**src/rtl/algo_1r3w_a309_ingress_if.sv**
```systemverilog
// Client/memory bus bundle for the 1-read/3-write ingress block.
// Latency: none; this interface only carries signals.
// Backpressure: cli_wrdy/cli_rrdy toward clients; ready from the memory.
// Ports: cli_w* are three write ports, cli_r* is one tagged read port,
//        write/wr_adr/din/read/rd_adr drive the memory, rd_* return from it,
//        rsp_* carry tagged read responses, err_unexp is a sticky flag.
// Modports: slave = the ingress block, master = client plus memory side.
interface algo_1r3w_a309_ingress_if #(
  parameter int WIDTH   = 32,
  parameter int BITADDR = 13,
  parameter int BITTAG  = 4
);
  logic [2:0]           cli_wvld;
  logic [2:0]           cli_wrdy;
  logic [3*BITADDR-1:0] cli_wadr;
  logic [3*WIDTH-1:0]   cli_wdin;
  logic                 cli_rvld;
  logic                 cli_rrdy;
  logic [BITADDR-1:0]   cli_radr;
  logic [BITTAG-1:0]    cli_rtag;
  logic                 ready;
  logic [2:0]           write;
  logic [3*BITADDR-1:0] wr_adr;
  logic [3*WIDTH-1:0]   din;
  logic                 read;
  logic [BITADDR-1:0]   rd_adr;
  logic                 rd_vld;
  logic [WIDTH-1:0]     rd_dout;
  logic                 rd_serr;
  logic                 rd_derr;
  logic                 rsp_vld;
  logic [WIDTH-1:0]     rsp_dout;
  logic [BITTAG-1:0]    rsp_tag;
  logic [1:0]           rsp_err;
  logic                 err_unexp;

  modport slave (
    input  cli_wvld, cli_wadr, cli_wdin, cli_rvld, cli_radr, cli_rtag,
    input  ready, rd_vld, rd_dout, rd_serr, rd_derr,
    output cli_wrdy, cli_rrdy, write, wr_adr, din, read, rd_adr,
    output rsp_vld, rsp_dout, rsp_tag, rsp_err, err_unexp
  );

  modport master (
    output cli_wvld, cli_wadr, cli_wdin, cli_rvld, cli_radr, cli_rtag,
    output ready, rd_vld, rd_dout, rd_serr, rd_derr,
    input  cli_wrdy, cli_rrdy, write, wr_adr, din, read, rd_adr,
    input  rsp_vld, rsp_dout, rsp_tag, rsp_err, err_unexp
  );
endinterface

```
**src/rtl/algo_1r3w_a309_ingress.sv**
```systemverilog
// Ingress for a 1R3W memory: queues 3 write ports and 1 tagged read port, issues to memory.
// Latency: entry accepted at cycle N issues at N+1 at the earliest; responses pass through same cycle as rd_vld.
// Backpressure: 2-entry queue per port, rdy = not full (from count only); issue stalls while ready=0.
// Ports: clk, rst (sync, active-high), bus (slave modport of algo_1r3w_a309_ingress_if).
module algo_1r3w_a309_ingress #(
  parameter int WIDTH   = 32,
  parameter int BITADDR = 13,
  parameter int BITTAG  = 4,
  parameter int RD_LAT  = 3
) (
  input  logic clk,
  input  logic rst,
  algo_1r3w_a309_ingress_if.slave bus
);

  // Write queues: one 2-entry ring per port, single-bit pointers wrap modulo 2.
  logic [BITADDR-1:0] wAdrMem [3][2];
  logic [WIDTH-1:0]   wDatMem [3][2];
  logic [2:0]         wRdPtr;
  logic [2:0]         wWrPtr;
  logic [1:0]         wCnt [3];

  // Read queue.
  logic [BITADDR-1:0] rAdrMem [2];
  logic [BITTAG-1:0]  rTagMem [2];
  logic               rRdPtr;
  logic               rWrPtr;
  logic [1:0]         rCnt;

  // Tag pipeline, stage RD_LAT-1 lines up with the memory's rd_vld.
  logic [RD_LAT-1:0]  pVld;
  logic [BITTAG-1:0]  pTag [RD_LAT];
  logic               errSticky;

  logic               issueEn;
  logic [2:0]         wRdy;
  logic [2:0]         wPush;
  logic [2:0]         wHeadVld;
  logic [2:0]         wIss;
  logic [BITADDR-1:0] wHeadAdr [3];
  logic [WIDTH-1:0]   wHeadDat [3];
  logic               rRdy;
  logic               rPush;
  logic               rHeadVld;
  logic [BITADDR-1:0] rHeadAdr;
  logic               rIss;
  logic [3*BITADDR-1:0] wrAdrOut;
  logic [3*WIDTH-1:0]   dinOut;
  logic               rspHit;

  assign issueEn = bus.ready && !rst;

  always_comb begin
    for (int p = 0; p < 3; p++) begin
      wRdy[p]     = !rst && (wCnt[p] != 2'd2);
      wPush[p]    = bus.cli_wvld[p] && wRdy[p];
      wHeadVld[p] = (wCnt[p] != 2'd0);
      wHeadAdr[p] = wAdrMem[p][wRdPtr[p]];
      wHeadDat[p] = wDatMem[p][wRdPtr[p]];
    end
    rRdy     = !rst && (rCnt != 2'd2);
    rPush    = bus.cli_rvld && rRdy;
    rHeadVld = (rCnt != 2'd0);
    rHeadAdr = rAdrMem[rRdPtr];
  end

  // A write head yields to any lower-indexed valid head on the same address.
  // A lower head that is itself blocked shares the address with an even lower
  // issuing head, so same-address writes always drain in port-index order.
  always_comb begin
    wIss     = '0;
    wrAdrOut = '0;
    dinOut   = '0;
    for (int p = 0; p < 3; p++) begin
      wIss[p] = issueEn && wHeadVld[p];
      for (int i = 0; i < p; i++) begin
        if (wHeadVld[i] && (wHeadAdr[i] == wHeadAdr[p])) wIss[p] = 1'b0;
      end
      if (wIss[p]) begin
        wrAdrOut[p*BITADDR +: BITADDR] = wHeadAdr[p];
        dinOut[p*WIDTH +: WIDTH]       = wHeadDat[p];
      end
    end
  end

  // The read waits whenever it would hit an address being written this cycle.
  always_comb begin
    rIss = issueEn && rHeadVld;
    for (int p = 0; p < 3; p++) begin
      if (wIss[p] && (wHeadAdr[p] == rHeadAdr)) rIss = 1'b0;
    end
  end

  // Queue storage needs no reset; entries are qualified by the counts.
  always_ff @(posedge clk) begin
    for (int p = 0; p < 3; p++) begin
      if (wPush[p]) begin
        wAdrMem[p][wWrPtr[p]] <= bus.cli_wadr[p*BITADDR +: BITADDR];
        wDatMem[p][wWrPtr[p]] <= bus.cli_wdin[p*WIDTH +: WIDTH];
      end
    end
    if (rPush) begin
      rAdrMem[rWrPtr] <= bus.cli_radr;
      rTagMem[rWrPtr] <= bus.cli_rtag;
    end
  end

  always_ff @(posedge clk) begin
    if (rst) begin
      wRdPtr <= '0;
      wWrPtr <= '0;
      for (int p = 0; p < 3; p++) wCnt[p] <= 2'd0;
      rRdPtr <= 1'b0;
      rWrPtr <= 1'b0;
      rCnt   <= 2'd0;
    end else begin
      for (int p = 0; p < 3; p++) begin
        if (wPush[p]) wWrPtr[p] <= ~wWrPtr[p];
        if (wIss[p])  wRdPtr[p] <= ~wRdPtr[p];
        wCnt[p] <= wCnt[p] + {1'b0, wPush[p]} - {1'b0, wIss[p]};
      end
      if (rPush) rWrPtr <= ~rWrPtr;
      if (rIss)  rRdPtr <= ~rRdPtr;
      rCnt <= rCnt + {1'b0, rPush} - {1'b0, rIss};
    end
  end

  always_ff @(posedge clk) begin
    if (rst) begin
      pVld <= '0;
      for (int i = 0; i < RD_LAT; i++) pTag[i] <= '0;
    end else begin
      pVld[0] <= rIss;
      pTag[0] <= rTagMem[rRdPtr];
      for (int i = 1; i < RD_LAT; i++) begin
        pVld[i] <= pVld[i-1];
        pTag[i] <= pTag[i-1];
      end
    end
  end

  // Any disagreement between the expected return slot and rd_vld latches the
  // error; the mismatching beat itself is dropped.
  always_ff @(posedge clk) begin
    if (rst) begin
      errSticky <= 1'b0;
    end else if (pVld[RD_LAT-1] != bus.rd_vld) begin
      errSticky <= 1'b1;
    end
  end

  assign rspHit = !rst && pVld[RD_LAT-1] && bus.rd_vld;

  assign bus.cli_wrdy  = wRdy;
  assign bus.cli_rrdy  = rRdy;
  assign bus.write     = wIss;
  assign bus.wr_adr    = wrAdrOut;
  assign bus.din       = dinOut;
  assign bus.read      = rIss;
  assign bus.rd_adr    = rIss ? rHeadAdr : '0;
  assign bus.rsp_vld   = rspHit;
  assign bus.rsp_dout  = rspHit ? bus.rd_dout : '0;
  assign bus.rsp_tag   = rspHit ? pTag[RD_LAT-1] : '0;
  assign bus.rsp_err   = rspHit ? {bus.rd_derr, bus.rd_serr} : 2'b00;
  assign bus.err_unexp = errSticky && !rst;

endmodule

```
**src/flat_wrapper.sv**
```systemverilog
// flat-port wrapper written by rule: the top's interface ports become plain ports
module algo_1r3w_a309_ingress_flat 
#(
  parameter int WIDTH   = 32,
  parameter int BITADDR = 13,
  parameter int BITTAG  = 4,
  parameter int RD_LAT  = 3
)
  (clk, rst, bus_cli_wvld, bus_cli_wadr, bus_cli_wdin, bus_cli_rvld, bus_cli_radr, bus_cli_rtag, bus_ready, bus_rd_vld, bus_rd_dout, bus_rd_serr, bus_rd_derr, bus_cli_wrdy, bus_cli_rrdy, bus_write, bus_wr_adr, bus_din, bus_read, bus_rd_adr, bus_rsp_vld, bus_rsp_dout, bus_rsp_tag, bus_rsp_err, bus_err_unexp);
  algo_1r3w_a309_ingress_if #(.WIDTH(WIDTH), .BITADDR(BITADDR), .BITTAG(BITTAG)) bus_i ();
  input  logic clk;
  input  logic rst;
  input wire logic [$bits(bus_i.cli_wvld)-1:0] bus_cli_wvld;
  input wire logic [$bits(bus_i.cli_wadr)-1:0] bus_cli_wadr;
  input wire logic [$bits(bus_i.cli_wdin)-1:0] bus_cli_wdin;
  input wire logic [$bits(bus_i.cli_rvld)-1:0] bus_cli_rvld;
  input wire logic [$bits(bus_i.cli_radr)-1:0] bus_cli_radr;
  input wire logic [$bits(bus_i.cli_rtag)-1:0] bus_cli_rtag;
  input wire logic [$bits(bus_i.ready)-1:0] bus_ready;
  input wire logic [$bits(bus_i.rd_vld)-1:0] bus_rd_vld;
  input wire logic [$bits(bus_i.rd_dout)-1:0] bus_rd_dout;
  input wire logic [$bits(bus_i.rd_serr)-1:0] bus_rd_serr;
  input wire logic [$bits(bus_i.rd_derr)-1:0] bus_rd_derr;
  output wire logic [$bits(bus_i.cli_wrdy)-1:0] bus_cli_wrdy;
  output wire logic [$bits(bus_i.cli_rrdy)-1:0] bus_cli_rrdy;
  output wire logic [$bits(bus_i.write)-1:0] bus_write;
  output wire logic [$bits(bus_i.wr_adr)-1:0] bus_wr_adr;
  output wire logic [$bits(bus_i.din)-1:0] bus_din;
  output wire logic [$bits(bus_i.read)-1:0] bus_read;
  output wire logic [$bits(bus_i.rd_adr)-1:0] bus_rd_adr;
  output wire logic [$bits(bus_i.rsp_vld)-1:0] bus_rsp_vld;
  output wire logic [$bits(bus_i.rsp_dout)-1:0] bus_rsp_dout;
  output wire logic [$bits(bus_i.rsp_tag)-1:0] bus_rsp_tag;
  output wire logic [$bits(bus_i.rsp_err)-1:0] bus_rsp_err;
  output wire logic [$bits(bus_i.err_unexp)-1:0] bus_err_unexp;
  assign bus_i.cli_wvld = bus_cli_wvld;
  assign bus_i.cli_wadr = bus_cli_wadr;
  assign bus_i.cli_wdin = bus_cli_wdin;
  assign bus_i.cli_rvld = bus_cli_rvld;
  assign bus_i.cli_radr = bus_cli_radr;
  assign bus_i.cli_rtag = bus_cli_rtag;
  assign bus_i.ready = bus_ready;
  assign bus_i.rd_vld = bus_rd_vld;
  assign bus_i.rd_dout = bus_rd_dout;
  assign bus_i.rd_serr = bus_rd_serr;
  assign bus_i.rd_derr = bus_rd_derr;
  assign bus_cli_wrdy = bus_i.cli_wrdy;
  assign bus_cli_rrdy = bus_i.cli_rrdy;
  assign bus_write = bus_i.write;
  assign bus_wr_adr = bus_i.wr_adr;
  assign bus_din = bus_i.din;
  assign bus_read = bus_i.read;
  assign bus_rd_adr = bus_i.rd_adr;
  assign bus_rsp_vld = bus_i.rsp_vld;
  assign bus_rsp_dout = bus_i.rsp_dout;
  assign bus_rsp_tag = bus_i.rsp_tag;
  assign bus_rsp_err = bus_i.rsp_err;
  assign bus_err_unexp = bus_i.err_unexp;
  algo_1r3w_a309_ingress #(.WIDTH(WIDTH), .BITADDR(BITADDR), .BITTAG(BITTAG), .RD_LAT(RD_LAT)) u_core (.clk(clk), .rst(rst), .bus(bus_i));
endmodule
```
**config.mk**
```make
export PLATFORM = sky130hd
export DESIGN_NAME = algo_1r3w_a309_ingress_flat
export DESIGN_NICKNAME = d
export VERILOG_FILES = /design/src/rtl/algo_1r3w_a309_ingress_if.sv /design/src/rtl/algo_1r3w_a309_ingress.sv /design/src/flat_wrapper.sv
export SDC_FILE = /design/constraint.sdc
export NUM_CORES = 1
export LEC_CHECK = 0
export CAP_MARGIN = 20
export CORE_MARGIN = 5
export CORE_UTILIZATION = 26
export CTS_BUF_LIST = sky130_fd_sc_hd__clkbuf_4
export DETAILED_ROUTE_END_ITERATION = 8
export DONT_BUFFER_PORTS = 1
export GPL_TIMING_DRIVEN = 0
export HOLD_SLACK_MARGIN = 0.02
export SETUP_SLACK_MARGIN = 0.1
export SYNTH_ARGS = -nofsm -noshare
export SYNTH_HDL_FRONTEND = slang
export SYNTH_SLANG_ARGS = --single-unit
export TNS_END_PERCENT = 1
```
**constraint.sdc**
```tcl
create_clock -name clk -period 10.71 [get_ports clk]
set_clock_uncertainty 0.1 [all_clocks]
set_input_delay 2.142 -clock clk [delete_from_list [all_inputs] [get_ports clk]]
set_output_delay 2.142 -clock clk [all_outputs]
set_load 0.005 [all_outputs]
```
Word level (Yosys, flattened, before mapping):

Memory sizes are Yosys's and may differ from the RTL's. A register that Yosys moved wholly into a read port is not among the register bits.
Cells that the tools add are included.

* register bits after elaboration: 14
* latch bits: 0
* RAM bits: 322
* memory bits (read-only): 0
* bits of input ports: 194
* output and inout bits: 196
* memories kept: 6

* add/subtract/negate cells: 8
* multipliers: 0
* div/mod/pow operators: 0
* order comparisons: 9
* equality and inequality tests: 11
* shifts and indexed selects: 0
* muxes and demuxes: 70
* bitwise gates (word level): 20
* reduce and logical (&&, ||, !) cells: 30

Memory list
* u_core.wDatMem: words 3, bits a word 64, rd ports 3, clocked after Yosys merged registers in 0, write ports 3, line algo_1r3w_a309_ingress.sv:18 `logic [WIDTH-1:0] wDatMem [3][2];`
* u_core.wAdrMem: words 3, bits a word 26, rd ports 3, clocked after Yosys merged registers in 0, write ports 3, line algo_1r3w_a309_ingress.sv:17 `logic [BITADDR-1:0] wAdrMem [3][2];`
* u_core.rAdrMem: words 2, bits a word 13, rd ports 1, clocked after Yosys merged registers in 1, write ports 1, line algo_1r3w_a309_ingress.sv:24 `logic [BITADDR-1:0] rAdrMem [2];`
* u_core.pTag: words 3, bits a word 4, rd ports 3, clocked after Yosys merged registers in 0, write ports 3, line algo_1r3w_a309_ingress.sv:32 `logic [BITTAG-1:0] pTag [RD_LAT];`
* u_core.rTagMem: words 2, bits a word 4, rd ports 1, clocked after Yosys merged registers in 1, write ports 1, line algo_1r3w_a309_ingress.sv:25 `logic [BITTAG-1:0] rTagMem [2];`
* u_core.wCnt: words 3, bits a word 2, rd ports 3, clocked after Yosys merged registers in 0, write ports 3, line algo_1r3w_a309_ingress.sv:21 `logic [1:0] wCnt [3];`

Operators with widths (number)
* $mux W32: 16
* $mux W13: 16
* $mux W64: 3
* $demux W32 S1: 3
* $eq A13 B13 Y1: 6
* $mux W26: 3
* $demux W13 S1: 3
* $logic_and A1 B1 Y1: 25
* $mux W1: 18
* $mux W4: 4
* $ge A2 B2 Y1 const B: 6
* $not A1 Y2: 6
* $add A2 B1 Y2: 4
* $mux W2: 4
* $ne A2 B2 Y1 const B: 4
* $not A1 Y1: 8
* $reduce_bool A2 Y1: 4
* $sub A2 B1 Y2: 4
* $lt A2 B1 Y1 const B: 3
* $or A1 B1 Y1: 6
* $logic_not A1 Y1: 1
* $ne A1 B1 Y1: 1

Depth between registers and ports, before layout:

Gate-level depths: netlist of the first run.

* depth in word-level cells: 12
* mapped depth: 16

Worst setup path before layout of the first run:

No wires, ideal clock.

* path kind: input to output
* from: input port bus_ready
* to: output port bus_read
* arrival: 3.364 ns
* data required time: 8.468 ns
* slack: 5.104 ns
* stages: 9
* path through: nor2b_1 > o21ai_0 > nor3_1 > nand4_1 > o211ai_1 > or2_1 > buf_6 > buf_12 > inv_2

* longest elaborated chain between the ends: 6
* elaborated cells on any way between the ends: 14

RTL lines
* start: declaration: line flat_wrapper.sv:19 `input wire logic [$bits(bus_i.ready)-1:0] bus_ready;`
* $logic_and A1 B1 Y1 *: line algo_1r3w_a309_ingress.sv:51 `assign issueEn = bus.ready && !rst;`
* $logic_and A1 B1 Y1: line algo_1r3w_a309_ingress.sv:75 `wIss[p] = issueEn && wHeadVld[p];`
* $mux W1 / $logic_and A1 B1 Y1 (equally long branches): line algo_1r3w_a309_ingress.sv:77, algo_1r3w_a309_ingress.sv:90
* $logic_and A1 B1 Y1, or another cell as far along: line algo_1r3w_a309_ingress.sv:90 `if (wIss[p] && (wHeadAdr[p] == rHeadAdr)) rIss = 1'b0;`
* $mux W1 / $logic_and A1 B1 Y1 (equally long branches): line algo_1r3w_a309_ingress.sv:90
* $mux W1 *: line algo_1r3w_a309_ingress.sv:90
* end: declaration: line flat_wrapper.sv:29 `output wire logic [$bits(bus_i.read)-1:0] bus_read;`

Every way passes the cells marked *; elsewhere a longest branch is shown, timed or not.

Final worst setup path of the first run:

* from: register u_core.wRdPtr[0]
* to: output port bus_write[1]

* longest elaborated chain between the ends: 7

RTL lines
* start: declaration: line algo_1r3w_a309_ingress.sv:19 `logic [2:0] wRdPtr;`
* start signal: indexed assignment: line algo_1r3w_a309_ingress.sv:119 `if (wIss[p]) wRdPtr[p] <= ~wRdPtr[p];`
* $not A1 Y2 (implied by the code): line algo_1r3w_a309_ingress.sv:58 `wHeadAdr[p] = wAdrMem[p][wRdPtr[p]];`
* $mux W13 (implied by the code) (3 in series): line algo_1r3w_a309_ingress.sv:58
* $eq A13 B13 Y1: line algo_1r3w_a309_ingress.sv:77 `if (wHeadVld[i] && (wHeadAdr[i] == wHeadAdr[p])) wIss[p] = 1'b0;`
* $logic_and A1 B1 Y1: line algo_1r3w_a309_ingress.sv:77
* $mux W1: line algo_1r3w_a309_ingress.sv:77
* end: declaration: line flat_wrapper.sv:26 `output wire logic [$bits(bus_i.write)-1:0] bus_write;`

No other way between the ends. The select of a mux whose other input is x is not followed.

==> results of run 1 <==
## cell usage in the layout (no fill, tap or decap), types with 9 or more instances in the layout
| cell type | Yosys | final |
|---|---|---|
| edfxtp_1 | 304 | 304 |
| nor2_1 | 166 | 162 |
| mux2i_1 | 150 | 150 |
| clkbuf_4 | 0 | 132 |
| xor2_1 | 48 | 48 |
| xnor2_1 | 45 | 45 |
| and2_1 | 38 | 38 |
| dfxtp_1 | 33 | 33 |
| clkinv_1 | 0 | 23 |
| nor2b_1 | 17 | 17 |
| clkbuf_1 | 16 | 16 |
| nand4_1 | 11 | 11 |
| inv_1 | 11 | 11 |
| buf_1 | 11 | 11 |
| nor2_4 | 8 | 11 |
| nor4_1 | 10 | 10 |
| buf_12 | 3 | 9 |
## layer usage
layer | routed length [µm] | vias to the layer above | track usage (%) | share of wire (%)
li1 | - | 3620 | - | -
met1 | 14400 | 3774 | 14.2 | 36
met2 | 19700 | 401 | 22.1 | 49
met3 | 4800 | 92 | 6.68 | 12
met4 | 1220 | 4 | 5.54 | 3.0
met5 | 27 | - | 0 | 0.067
## cells in the mapped netlist, types with 3 or more instances
master    number
a21oi_1        5
and2_1        38
and3_1         4
buf_1         11
buf_12         3
buf_2          6
buf_6          4
clkbuf_1      16
dfxtp_1       33
edfxtp_1     304
ha_1           7
inv_1         11
mux2i_1      150
nand2_1        6
nand4_1       11
nor2_1       166
nor2_4         8
nor2b_1       17
nor3_1         3
nor4_1        10
o21ai_0        6
xnor2_1       45
xor2_1        48
## report_power, final
part | internal [mW] | total (mW) | switching, mW
registers | 1.53 | 1.55 | 0.0267
clock network | 0.664 | 1.20 | 0.540
logic | 0.169 | 0.475 | 0.307
total | 2.36 | 3.23 | 0.874
## state kept, by name (all words and copies together) (netlist names), 2 cells and up, named ones only
register / count
u_core.wAdrMem: 78
u_core.rCnt: 2
u_core.wRdPtr: 3
u_core.wCnt: 6
u_core.wDatMem: 192
u_core.pVld: 3
u_core.rAdrMem: 26
u_core.rTagMem: 8
u_core.pTag: 12
u_core.wWrPtr: 3
## area by class of cell
type	count	area, µm²	area share [%]
Sequential cell	337	9790	60.3
Multi-Input combinational cell	538	3850	23.7
Clock buffer	132	991	6.11
Tap cell	688	861	5.30
Buffer	42	251	1.55
Clock inverter	35	249	1.53
Timing Repair Buffer	12	173	1.06
Inverter	13	48.8	0.301
Antenna cell	6	15.0	0.0925
## cell families (layout without fill, tap and decap cells)
kind of cell	after synthesis	in the layout	share of synthesized area, %
flops	337	337	70.4
simple gates	271	271	9.39
mux	153	153	11.1
xor+xnor	93	93	5.86
buf+inv	55	234	2.16
compound gates	14	14	0.522
fa+ha+maj	7	7	0.630
other cells	0	6	0
## stage by stage
stage / power [mW] / setup slack (ns) / util [%] / hold slack, ns
floorplan: 1.90 / 5.10 / - / 0.314
global placement: 2.05 / 3.60 / 28.0 / 0.317
detailed placement: 2.07 / 4.30 / 28.4 / 0.324
CTS: 3.31 / 3.79 / 30.7 / 0.340
global route: 3.42 / 3.52 / 30.8 / 0.350
finish: 3.23 / 4.04 / 30.8 / 0.328
## path summary, 6_finish.rpt
kind	from	to	slack, ns	depth (start not counted)
max	u_core.wRdPtr[0]	bus_write[1]	4.04	10
min	u_core.pTag[0][3]	u_core.pTag[0][7]	0.33	1
min reg2reg	u_core.pTag[0][3]	u_core.pTag[0][7]	0.33	1
max reg2reg	u_core.wRdPtr[0]	u_core.wCnt[0][3]	5.90	16
## worst max-delay path, stage by stage, from the launching register on
cell and delay (ns):
dfxtp_1 0.32, buf_4 0.21, buf_4 0.25, mux2i_1 0.84
xnor2_1 0.20, nand4_1 0.11, nor4_1 0.54, or2_2 0.27
buf_2 0.30, buf_1 0.34, inv_1 0.25
==> qor.yml, run 1 <==
outcome: "complete, no violations"
clock.fmax_ghz: 0.150
yosysSeqAreaShare_pct: 70.4
maximum_clock_insertion_buffer_count: 3
place.port_buffers: 0
postCtsResizedCells: 0
grt_antenna_before_repair: 8
final_nets: 1237
drt_pre_antenna_iters: 4
grt_usage_pct: 13.2
starting_density_of_the_core_pct: 26.4
irDropWorstVdd_mv: 0.103
worst-endpoint-arrival_ns: 4.43
netlist-cell-type-count: 36
worstSkewPairLatency_ns: 0.79
drt_wl_total_um: 40200
worst_min_delay_path_class: "reg2reg"
gpl.final_weighted_congestion: 0.722
cts_buffers: 92
wire_length_of_the_first_global_routing_pass_um: 55400
placeableCoreArea_um2: 52800
fp.dieW_um: 241
num_rows: 84
area_growth_syn_to_layout_pct: 16.7
placed_cell_area_um2: 15000
die_y_um: 241
worst_path_required_time_ns: 8.47
yosysTopAreaCell: "edfxtp_1"
dr_total_vias: 7891
ioPinCount: 390
grt-ovfl-total: 0
ys_dominant_reg_cell: "edfxtp_1"
async_flop_share_pct: 0
postRouteAntennaNets: 0
detail_route.wl_per_cell_um: 22.3
leakage_nw: 5.32
worst_pin_slew_ns: 1.25
post_cts_hold_buffer_count: 0
ctsHtreeMaxLevel: 3
filler_cell_count: 5313
drt_first_iter_violations: 310
clk_root_buffer_cell: "clkbuf_4"
crit_path_max_fanout: 10
cts_tree: "yes"
post_synth_edffs: 304
die_area_um2: 58200
clock_period_minus_worst_slack_ns: 6.67
ys_ff_latch: 337
synthesis.nets: 1131
grt_start_max_net_pins: 37
post_drt_via_cell_ratio: 4.38
setup.worst_path.class: "reg2out"
cts.repair_timing.setup_buffer_count: 0
synthesis.instances: 930
rsz0062_at_grt: "no"
instances_no_fill: 1803
power_density_nw_per_um2: 199
cts_num_sinks: 337
yosys.area.top_type_share_pct: 65.6
worst_setup_path_end_kind: "primary output"
ys_top_cells_by_area: "edfxtp_1 66%, mux2i_1 11%, dfxtp_1 4.7%, nor2_1 4.5%, xor2_1 3.0%"
yosys_warnings: 0
dp_cells: 1629
postSynthAreaPerCell_um2: 15.0
first_global_vias: 8483
setup_total_negative_slack_ns: 0
timing.critical_path.from_type: "flop"
postLayoutCellArea_um2: 16200
hold_viol: 0
finalSetupViolations: 0
report.final.slew_viol_count: 0
max_cap_violations: 0
place.detailed.hpwl_um: 29800
timing.final.crit_share_pct: 62.3
post_route_cells_drive_above_1_share_pct: 17.4
post-route-drc-count: 0
syn-cell-area_um2: 13900
clk_pin_slew_worst_paths_ns: 0.07
relative_slew_slack_pct: 14.4
Power figures use the tool's default switching activity.
==> inputs of run 2 (changes only) <==
clock period = 6.57 ns   (was 10.71 ns; I/O delays follow)
==> results of run 2 <==
Same layout as run 1 (identical final DEF). Status: complete, no violations.
Among the figures that moved: setup slack after placement 4.30 ns -> 1.45 ns; setup slack after layout 4.04 ns -> 0.731 ns; register-to-register setup slack 5.90 ns -> 1.76 ns; total power 3.23 mW -> 5.27 mW; worst IR drop on VDD 0.103 mV -> 0.167 mV
==> inputs of run 3 (changes only) <==
REMOVE_ABC_BUFFERS = 1   (was not set)
==> run 3 against run 2 <==
Combinational power shrank 14%. Sequential share of layout area grew 0.90 points. Non-clock buffer count shrank 42. Final area shrank 1.4%. Register-to-register slack lost 0.02 ns. Worst hold slack lost 0.039 ns. Largest cell class unchanged. Highest routed layer unchanged.
==> qor.yml, run 3 (same netlist as run 1, synthesis figures left out) <==
report.final.slew_viol_count: 0  # unchanged
detail_route.wl_per_cell_um: 20.7  # -6.9%
rsz0062_at_grt: "no"
drt_wl_total_um: 36300  # -9.7%
hold_viol: 0  # unchanged
die_area_um2: 58200  # unchanged
first_global_vias: 8015  # -5.5%
sequentialPowerShare_pct: 50.3  # +2.2 points
worst_path_required_time_ns: 5.16
die_y_um: 241  # unchanged
place.port_buffers: 0  # unchanged
outcome: "complete, no violations"
worstSkewPairLatency_ns: 0.81  # +0.02 ns
worst_pin_slew_ns: 1.06  # -0.185 ns
drt_first_iter_violations: 360  # +16%
leakage_nw: 5.21  # -2.0%
grt_usage_pct: 11.8  # -1.4 points
cts_tree: "yes"
ioPinCount: 390  # unchanged
post_route_cells_drive_above_1_share_pct: 16.8  # -0.64 points
post_drt_via_cell_ratio: 4.40  # +0.61%
worst_setup_path_end_kind: "primary output"
most_common_cell_after_layout_fill_and_taps_aside: "edfxtp_1"
postCtsResizedCells: 0  # unchanged
grt_antenna_before_repair: 4  # -4
internal_power_mw: 3.79
flip_flop_count_of_the_largest_register_all_copies_and_words_added: 192  # unchanged
fp.dieW_um: 241  # unchanged
final_nets: 1192  # -3.6%
worst-endpoint-arrival_ns: 4.79  # +0.36 ns
post_cts_hold_buffer_count: 0  # unchanged
relative_slew_slack_pct: 27.1  # +13 points
area_growth_syn_to_layout_pct: 15.1
power.combinational.fraction_pct: 13.0  # -1.7 points
dr_total_vias: 7701  # -2.4%
finalSetupViolations: 0  # unchanged
power_density_nw_per_um2: 322
crit_path_max_fanout: 46  # +36
timing.final.crit_share_pct: 94.5
place.detailed.hpwl_um: 26000  # -13%
grt-ovfl-total: 0  # unchanged
share_clk_of_total_power_pct: 36.7  # -0.6 points
wire_length_of_the_first_global_routing_pass_um: 50500  # -8.9%
clock.fmax_ghz: 0.161
post-route-drc-count: 0  # unchanged
setup.worst_path.class: "reg2out"
maximum_clock_insertion_buffer_count: 3  # unchanged
max_cap_violations: 0  # unchanged
placeableCoreArea_um2: 52800  # unchanged
netSwitchingFraction_pct: 26.4
cts_num_sinks: 337  # unchanged
cts_buffers: 89  # -3.3%
grt_start_max_net_pins: 48  # +30%
gpl.final_weighted_congestion: 0.784  # +8.6%
postLayoutCellArea_um2: 16000  # -1.4%
setup_total_negative_slack_ns: 0  # unchanged
postRouteAntennaNets: 0  # unchanged
clock_period_minus_worst_slack_ns: 6.21
ctsHtreeMaxLevel: 3  # unchanged
placed_cell_area_um2: 14800  # -1.1%
cts.repair_timing.setup_buffer_count: 0  # unchanged
clk_root_buffer_cell: "clkbuf_4"
irDropWorstVdd_mv: 0.266
layout.cells.most_common_list: "304 x edfxtp_1, 161 x nor2_1, 150 x mux2i_1"
num_rows: 84  # unchanged
clk_pin_slew_worst_paths_ns: 0.06  # about the same
worst_min_delay_path_class: "reg2reg"
starting_density_of_the_core_pct: 26.4  # unchanged
drt_pre_antenna_iters: 5  # +1
timing.critical_path.from_type: "flop"
filler_cell_count: 5320  # +0.13%
power.switching_mw: 1.36
[run 3: path summary, 6_finish.rpt]
check	startpoint	end	cells past startpoint	slack, ns
setup / recovery	u_core.wRdPtr[2]	bus_rd_adr[2]	8	0.36
hold / removal	u_core.pTag[0][6]	u_core.pTag[0][10]	1	0.29
setup reg to reg	u_core.wRdPtr[0]	u_core.wCnt[0][3]	12	1.74
hold reg to reg	u_core.pTag[0][6]	u_core.pTag[0][10]	1	0.29
[run 3: worst max-delay path, cell delays in order (launching register included)]
cell and delay (ns):
dfxtp_4 0.90, mux2i_1 0.91, xnor2_1 0.21, nand4_1 0.11, or4_1 0.56, and4b_1 0.25, or2_1 0.45, buf_16 0.26
nor2_1 0.33
[run 3: per-layer routing]
metal,vias up,wire (µm),track usage (%)
li1,3513,-,-
met4,2,1010,5.45
met3,95,4130,5.87
met5,-,13,0
met1,3709,13500,13.2
met2,382,17600,19.1
[run 3: power by group through the flow]
stage | Sequential, mW | Combinational [mW] | Clock, mW
final | 2.59 | 0.668 | 1.89
after global routing | 2.61 | 0.728 | 2.11
after CTS | 2.60 | 0.668 | 1.98
after detailed placement | 2.65 | 0.666 | 0
after global placement | 2.65 | 0.644 | 0
after floorplan | 2.62 | 0.465 | 0
[run 3: metrics by stage]
step / power (mW) / worst slack (ns) / utilization, % / std cells / hold WS, ns
6_report: 5.15 / 0.362 / 30.3 / 1749 / 0.290
5_1_grt: 5.44 / 0.146 / 30.3 / 1745 / 0.319
4_1_cts: 5.25 / 0.248 / 30.3 / 1743 / 0.306
3_5_place_dp: 3.32 / 1.19 / 28.1 / 1587 / 0.322
3_3_place_gp: 3.30 / -1.52 / 27.5 / 1576 / 0.317
2_1_floorplan: 3.08 / 0.989 / - / 888 / 0.314
[run 3: cell type report]
class / instances / area [µm²] / share of cell area, %
well taps: 688 / 861 / 5.38
repair buffers: 12 / 248 / 1.55
diodes: 5 / 12.5 / 0.0782
multi-input cells: 538 / 3860 / 24.1
inverters: 13 / 48.8 / 0.305
flip-flops and latches: 337 / 9800 / 61.2
clock inverters: 30 / 228 / 1.42
clock buffers: 126 / 946 / 5.91
